--- config.mk ---
export PLATFORM = sky130hd
export DESIGN_NAME = alu_golden
export DESIGN_NICKNAME = d
export VERILOG_FILES = /design/src/rtl/alu_check_pkg.sv /design/src/rtl/alu_golden.sv
export SDC_FILE = /design/constraint.sdc
export NUM_CORES = 1
export LEC_CHECK = 0
export CAP_MARGIN = 10
export CORE_MARGIN = 3
export CORE_UTILIZATION = 44
export DETAILED_ROUTE_END_ITERATION = 10
export GPL_TIMING_DRIVEN = 0
export PLACE_DENSITY = 0.79
export SLEW_MARGIN = 25
export SYNTH_ARGS = -nofsm -noshare
export SYNTH_HDL_FRONTEND = slang
export SYNTH_SLANG_ARGS = --single-unit
--- constraint.sdc ---
create_clock -name vclk -period 5.7
set_clock_uncertainty 0.1 [all_clocks]
set_input_delay 1.14 -clock vclk [all_inputs]
set_output_delay 1.14 -clock vclk [all_outputs]
set_load 0.01 [all_outputs]
--- src/rtl/alu_check_pkg.sv ---
// Shared definitions for the ALU response checker: op encoding, FSM states, expectation entry.
// The expectation entry carries flag bits only when CHECK_FLAGS_EN is defined.
package alu_check_pkg;

    localparam int unsigned ALU_W = 16;

    localparam logic [1:0] OP_AND = 2'b00;
    localparam logic [1:0] OP_OR  = 2'b01;
    localparam logic [1:0] OP_ADD = 2'b10;
    localparam logic [1:0] OP_SLT = 2'b11;
    localparam int unsigned OP_INV = 2;

    typedef logic [ALU_W-1:0] word_t;

    typedef enum logic {
        RUN  = 1'b0,
        HALT = 1'b1
    } state_t;

    typedef struct packed {
        word_t      a;
        word_t      b;
        logic [2:0] op;
        word_t      exp_result;
`ifdef CHECK_FLAGS_EN
        logic       exp_cout;
        logic       exp_ovf;
        logic       exp_zero;
`endif
    } exp_entry_t;

endpackage

--- src/rtl/alu_golden.sv ---
// Combinational golden ALU model: AND/OR/ADD/SLT with optional b inversion and carry-in.
module alu_golden
    import alu_check_pkg::*;
#(
    parameter int unsigned WIDTH = ALU_W
) (
    input  logic [WIDTH-1:0] a,
    input  logic [WIDTH-1:0] b,
    input  logic [2:0]       op,
    output logic [WIDTH-1:0] result,
    output logic             cout,
    output logic             overflow,
    output logic             zero
);

    logic [WIDTH-1:0] bb;
    logic [WIDTH-1:0] sum;
    logic             set;

    // NOTE: combinational logic uses blocking '=' so later lines see earlier values in the same pass.
    always_comb begin
        // NOTE: every output gets a default first so no path leaves it unassigned (no latch).
        result     = '0;
        bb         = op[OP_INV] ? ~b : b;
        {cout, sum} = {1'b0, a} + {1'b0, bb} + {{WIDTH{1'b0}}, op[OP_INV]};
        overflow   = (a[WIDTH-1] == bb[WIDTH-1]) && (sum[WIDTH-1] != a[WIDTH-1]);
        set        = sum[WIDTH-1] ^ overflow;
        case (op[1:0])
            OP_AND:  result = a & bb;
            OP_OR:   result = a | bb;
            OP_ADD:  result = sum;
            OP_SLT:  result = {{(WIDTH-1){1'b0}}, set};
            default: result = '0;
        endcase
        zero = (result == '0);
    end

endmodule

Word level (Yosys, flattened, before mapping)
Cells that the tools add are included.
- add/subtract/negate cells: 2
- equal/unequal tests: 5
- muxes and demuxes: 2
- bitwise gates (word level): 4
- reductions and logical operators: 3
- operators by type and width (operator ; number):
    16-bit one-hot mux with 4 select lines ; 1
    16-bit by 16-bit adder with 17-bit output ; 1
    17-bit by 1-bit adder with 17-bit output ; 1
    16-bit bitwise AND ; 1
    16-bit zero test ; 1
    16-bit 2-to-1 mux ; 1
    16-bit NOT ; 1
    16-bit bitwise OR ; 1
    2-bit == test (second input constant) ; 2
    2-bit by 1-bit == test with 1-bit output (second input constant) ; 1
    2-bit zero test ; 1
    1-bit == test ; 1
    1-bit logical AND ; 1
    1-bit != test ; 1
    1-bit XOR ; 1
- bits in registers: 0
- input bits: 35
- word-level logic and storage cells: 16

Longest topological paths before layout
- depth after elaboration: 9
- depth in mapped cells: 14
- depth with buffers taken out: 12

Worst setup path after synthesis
No wires, ideal clock.
- path kind: input port to output port
- start point: input op[2]
- end point: output zero
- arrival time: 4.536 ns
- setup slack: -0.076 ns
- stages: 13
- cell sequence: buf_6 buf_1 xor2_1 fa_1 a211oi_2 o21bai_1 a221o_1 o31ai_1 o21ai_1 xor2_1 a221o_1 or3_1 nor3_2
- elaborated cells between the ends (all ways): 11
- those cells by class: add/sub: 2; eq/ne: 2; mux: 2; bitwise: 3; reduce/logical: 2
- RTL lines (element ; line ; RTL):
    start: declaration ; alu_golden.sv:9 ; input logic [2:0] op,
    16-bit 2-to-1 mux ; alu_golden.sv:24 ; bb = op[OP_INV] ? ~b : b;
    16-bit by 16-bit adder with 17-bit output ; alu_golden.sv:25 ; {cout, sum} = {1'b0, a} + {1'b0, bb} + {{WIDTH{1'b0}}, op[OP_INV]};
    17-bit by 1-bit adder with 17-bit output ; alu_golden.sv:25 ;
    16-bit one-hot mux with 4 select lines * ; alu_golden.sv:28 ; case (op[1:0])
    net result[14] ; alu_golden.sv:10 ; output logic [WIDTH-1:0] result,
    16-bit zero test * ; alu_golden.sv:35 ; zero = (result == '0);
    end: declaration ; alu_golden.sv:13 ; output logic zero
Mark *: on every way through the listed nets, which the timed path passes. The rest lies on a longest branch.

Worst setup path in the final report
- start point: input b[2]
- end point: output zero
- word-level cells in the longest chain between the ends: 9
- elaborated cells between the ends (all ways): 11
- those cells by class: add/sub: 2; eq/ne: 1; mux: 2; bitwise: 4; reduce/logical: 2
- RTL lines (element ; line ; RTL):
    start: declaration ; alu_golden.sv:8 ; input logic [WIDTH-1:0] b,
    16-bit NOT ; alu_golden.sv:24 ;
    16-bit 2-to-1 mux * ; alu_golden.sv:24 ;
    16-bit by 16-bit adder with 17-bit output ; alu_golden.sv:25 ;
    17-bit by 1-bit adder with 17-bit output ; alu_golden.sv:25 ;
    1-bit != test ; alu_golden.sv:26 ; overflow = (a[WIDTH-1] == bb[WIDTH-1]) && (sum[WIDTH-1] != a[WIDTH-1]);
    1-bit logical AND ; alu_golden.sv:26 ;
    1-bit XOR ; alu_golden.sv:27 ; set = sum[WIDTH-1] ^ overflow;
    16-bit one-hot mux with 4 select lines * ; alu_golden.sv:28 ;
    16-bit zero test * ; alu_golden.sv:35 ;
Mark *: on every way between the ends. The rest lies on a longest branch, timed or not.

==> results <==
- The startpoint kind of the worst setup timing path is an input pin.
- The share of post-route cells with drive strength above 1 is 0.130.
- After filler insertion, the fill cell instance count of the layout stands at 279.
- For this block, the routed nets add up to 4.24 mm of wire.
- Setup repair after global routing could not meet its margin everywhere.
- The worst max-slew margin expressed relative to the limit is 0.542.
- Including well taps, the total number of placed cells is 304.
- For this run, the top clock speed supported by timing is 175 MHz.
- The total of buffers placed on input and output ports is 53.
- The total power is 0.314 mW.
- The static leakage power is 1.12 nW.
- The die is 64.8 um wide.
- The starting utilization of the core area is 0.479.
- Summing all placed instances gives a cell area of 0.00211 mm^2.
- After the last flow step, the layout net total stands at 340.
- The overall global routing resource usage is 0.190.
- sky130_fd_sc_hd__inv_1 is the most common cell in the netlist.
- The mean instance size in the synthesized netlist is 7.36 um^2.
- The number of rows created at floorplan is 20.
- The summed instance area of the synthesized netlist is 0.00152 mm^2.
- Yosys attributes the largest share of cell area to sky130_fd_sc_hd__ha_1 (26%), sky130_fd_sc_hd__xor2_1 (13%), sky130_fd_sc_hd__inv_1 (8.1%), sky130_fd_sc_hd__a221o_1 (5.9%), sky130_fd_sc_hd__xnor2_1 (5.2%).
- After the flow finishes, the layout carries non-filler instances totaling 314.
- The largest total area in the synthesized netlist belongs to sky130_fd_sc_hd__ha_1.
- The final reports fail on setup timing.
- The worst setup path is of the in -> out kind.
- The antenna cell count is 0.
- The distinct cell type count after synthesis is 42.
- The register area is 0 um^2.
- The number of nets still failing antenna checks after routing is 0.
- The setup slack after layout is -19.2 ps.
- In the final routed layout, each cell accounts on average for 13.5 um.
- The first-iteration detailed-routing DRC count is 65.
- The I/O pin count is 54.
- The final-report max-slew violation count came to 0.
- The ratio of total power to cell area is 137 mW/mm^2.
- Together, buffers and inverters on the worst path number 3.
- The via count of the first global-routing pass came to 1596.
- The final setup violation count is 1.
- The count of mapped cells out of synthesis is 207.
- After layout, the minimum clock period comes to 5720 ps.
- The final count of hold timing violations came to 0.
- The sequential-to-total area share from yosys stat is 0.
- In this run the worst hold path is classified as in -> out.
- For this run, the detailed router's first-pass iteration total came to 4.
- When the netlist entered floorplanning its net count stood at 275.
- After detailed routing, the number of remaining DRC violations is 0.
- In this run, post-CTS hold repair placed 0 buffers.
- The core area is 0.00318 mm^2.
- The routed layout has 1655 vias.
- By count the netlist is led by sky130_fd_sc_hd__inv_1 (33), sky130_fd_sc_hd__ha_1 (32), sky130_fd_sc_hd__xor2_1 (22).
- Summed over all nets, the half-perimeter wirelength after detailed placement is 3.27 mm.
- The required time at the endpoint of the critical path is 4460 ps.
- The clock buffers instantiated in the layout total 0.
- Walking the worst path, the cells encountered are clkdlybuf4s50_1, xor2_2, inv_1, ha_4, a211oi_2, o21bai_1, a221o_1, xor2_1, a221o_1, or4_1, nor3_2, nand4bb_1, nor3_2, buf_2.
- The area growth from synthesis to final layout is 51.2%.
- The tool flagged a number of max-cap violations equal to 0.
- The vertical die dimension is 64.8 um.
- For the final routed database, the setup TNS stands at -19.2 ps.
- The final global-route overflow total is 0.
- The worst IR drop on VDD is 0.0712 mV.
- The worst hold slack across all endpoints is 3110 ps.
- The die covers 0.00420 mm^2.
- For the pin with the worst max-slew slack, the measured transition is 685 ps.
- The maximum number of pins on one net before global-route repair is 11.
- The flow ran to the end, but the final reports show violations.
- After detailed routing, the number of vias per cell comes to 5.27.
- Along the worst path, the maximum fanout reaches 5.
- The share of Yosys cell area claimed by the top area cell type is 0.263.
- At the end of routability-driven placement, the weighted congestion stood at 0.860.
- The synthesis warning total is 0.
- The initial antenna violation count is 0.
- The placement-stage worst setup slack is -694 ps.
- The share of the core filled with cells in the final layout is 0.724.
- The slowest stage cell on the critical path is sky130_fd_sc_hd__clkdlybuf4s50_1.
- The data arrival time of the critical path is 4480 ps.
- The first global-routing pass estimated 6.75 mm of wire.
- There are 0 flip-flops and latches.
- The final cycle utilization of the critical path is 1.00.
- The worst setup path is captured at a primary output.
- The family of cells with the greatest summed delay on the critical path is compound AO/OA/AOI/OAI gates.
- On the worst path, the slowest cell contributes a delay of 510 ps.
- With fillers left out, the area of the finished cells amounts to 0.00230 mm^2.
path summary, 6_finish.rpt:
path	slack [ps]	depth (start not counted)	startpoint	to
max	-20	14	b[2]	zero
min	3110	8	op[2]	zero
layout make-up:
type / count / area (um^2) / share of cell area
repair buffers: 63 / 602 / 0.261
inverters: 33 / 124 / 0.0538
plain buffers: 6 / 38.8 / 0.0168
well taps: 44 / 55.1 / 0.0239
multi-input cells: 168 / 1480 / 0.644
per-layer routing:
layer	wire length [um]	global-route usage
met1	1810	0.224
met2	2210	0.381
met3	166	0.0121
met4	51	0.0211
met5	0	0
power breakdown:
part / leakage [nW] / internal (mW) / switching (mW) / total (mW)
clock network: 0 / 0 / 0 / 0
registers: 0 / 0 / 0 / 0
logic: 1.12 / 0.166 / 0.149 / 0.314
cell families after synthesis:
group | Yosys count | share of synthesized area
AOI/OAI and AO/OA | 49 | 0.229
and+or+nand+nor | 48 | 0.163
buffers and inverters | 39 | 0.104
xor gates and xnor gates | 31 | 0.178
adders and majority gates | 33 | 0.276
muxes | 7 | 0.0493
what timing repair did:
item                                   in CTS  in global routing
buffers inserted                            7                  3
setup endpoints to repair                   5                  6
pin swaps                                   6                  2
endpoints found under the hold margin       0                  0
resized for setup                          19                  5
layout by cell type (no fill, tap or decap), types with 6 or more instances in the layout:
cell / instances
sky130_fd_sc_hd__ha_1: 26
sky130_fd_sc_hd__a21oi_1: 10
sky130_fd_sc_hd__nor2_1: 20
sky130_fd_sc_hd__nand2_1: 7
sky130_fd_sc_hd__xor2_1: 20
sky130_fd_sc_hd__o22ai_1: 7
sky130_fd_sc_hd__mux2i_1: 6
sky130_fd_sc_hd__a221o_1: 9
sky130_fd_sc_hd__xnor2_1: 9
sky130_fd_sc_hd__ha_4: 6
sky130_fd_sc_hd__buf_4: 12
sky130_fd_sc_hd__clkdlybuf4s50_1: 47
sky130_fd_sc_hd__o21ai_0: 7
sky130_fd_sc_hd__inv_1: 33
Power figures use the tool's default switching activity.
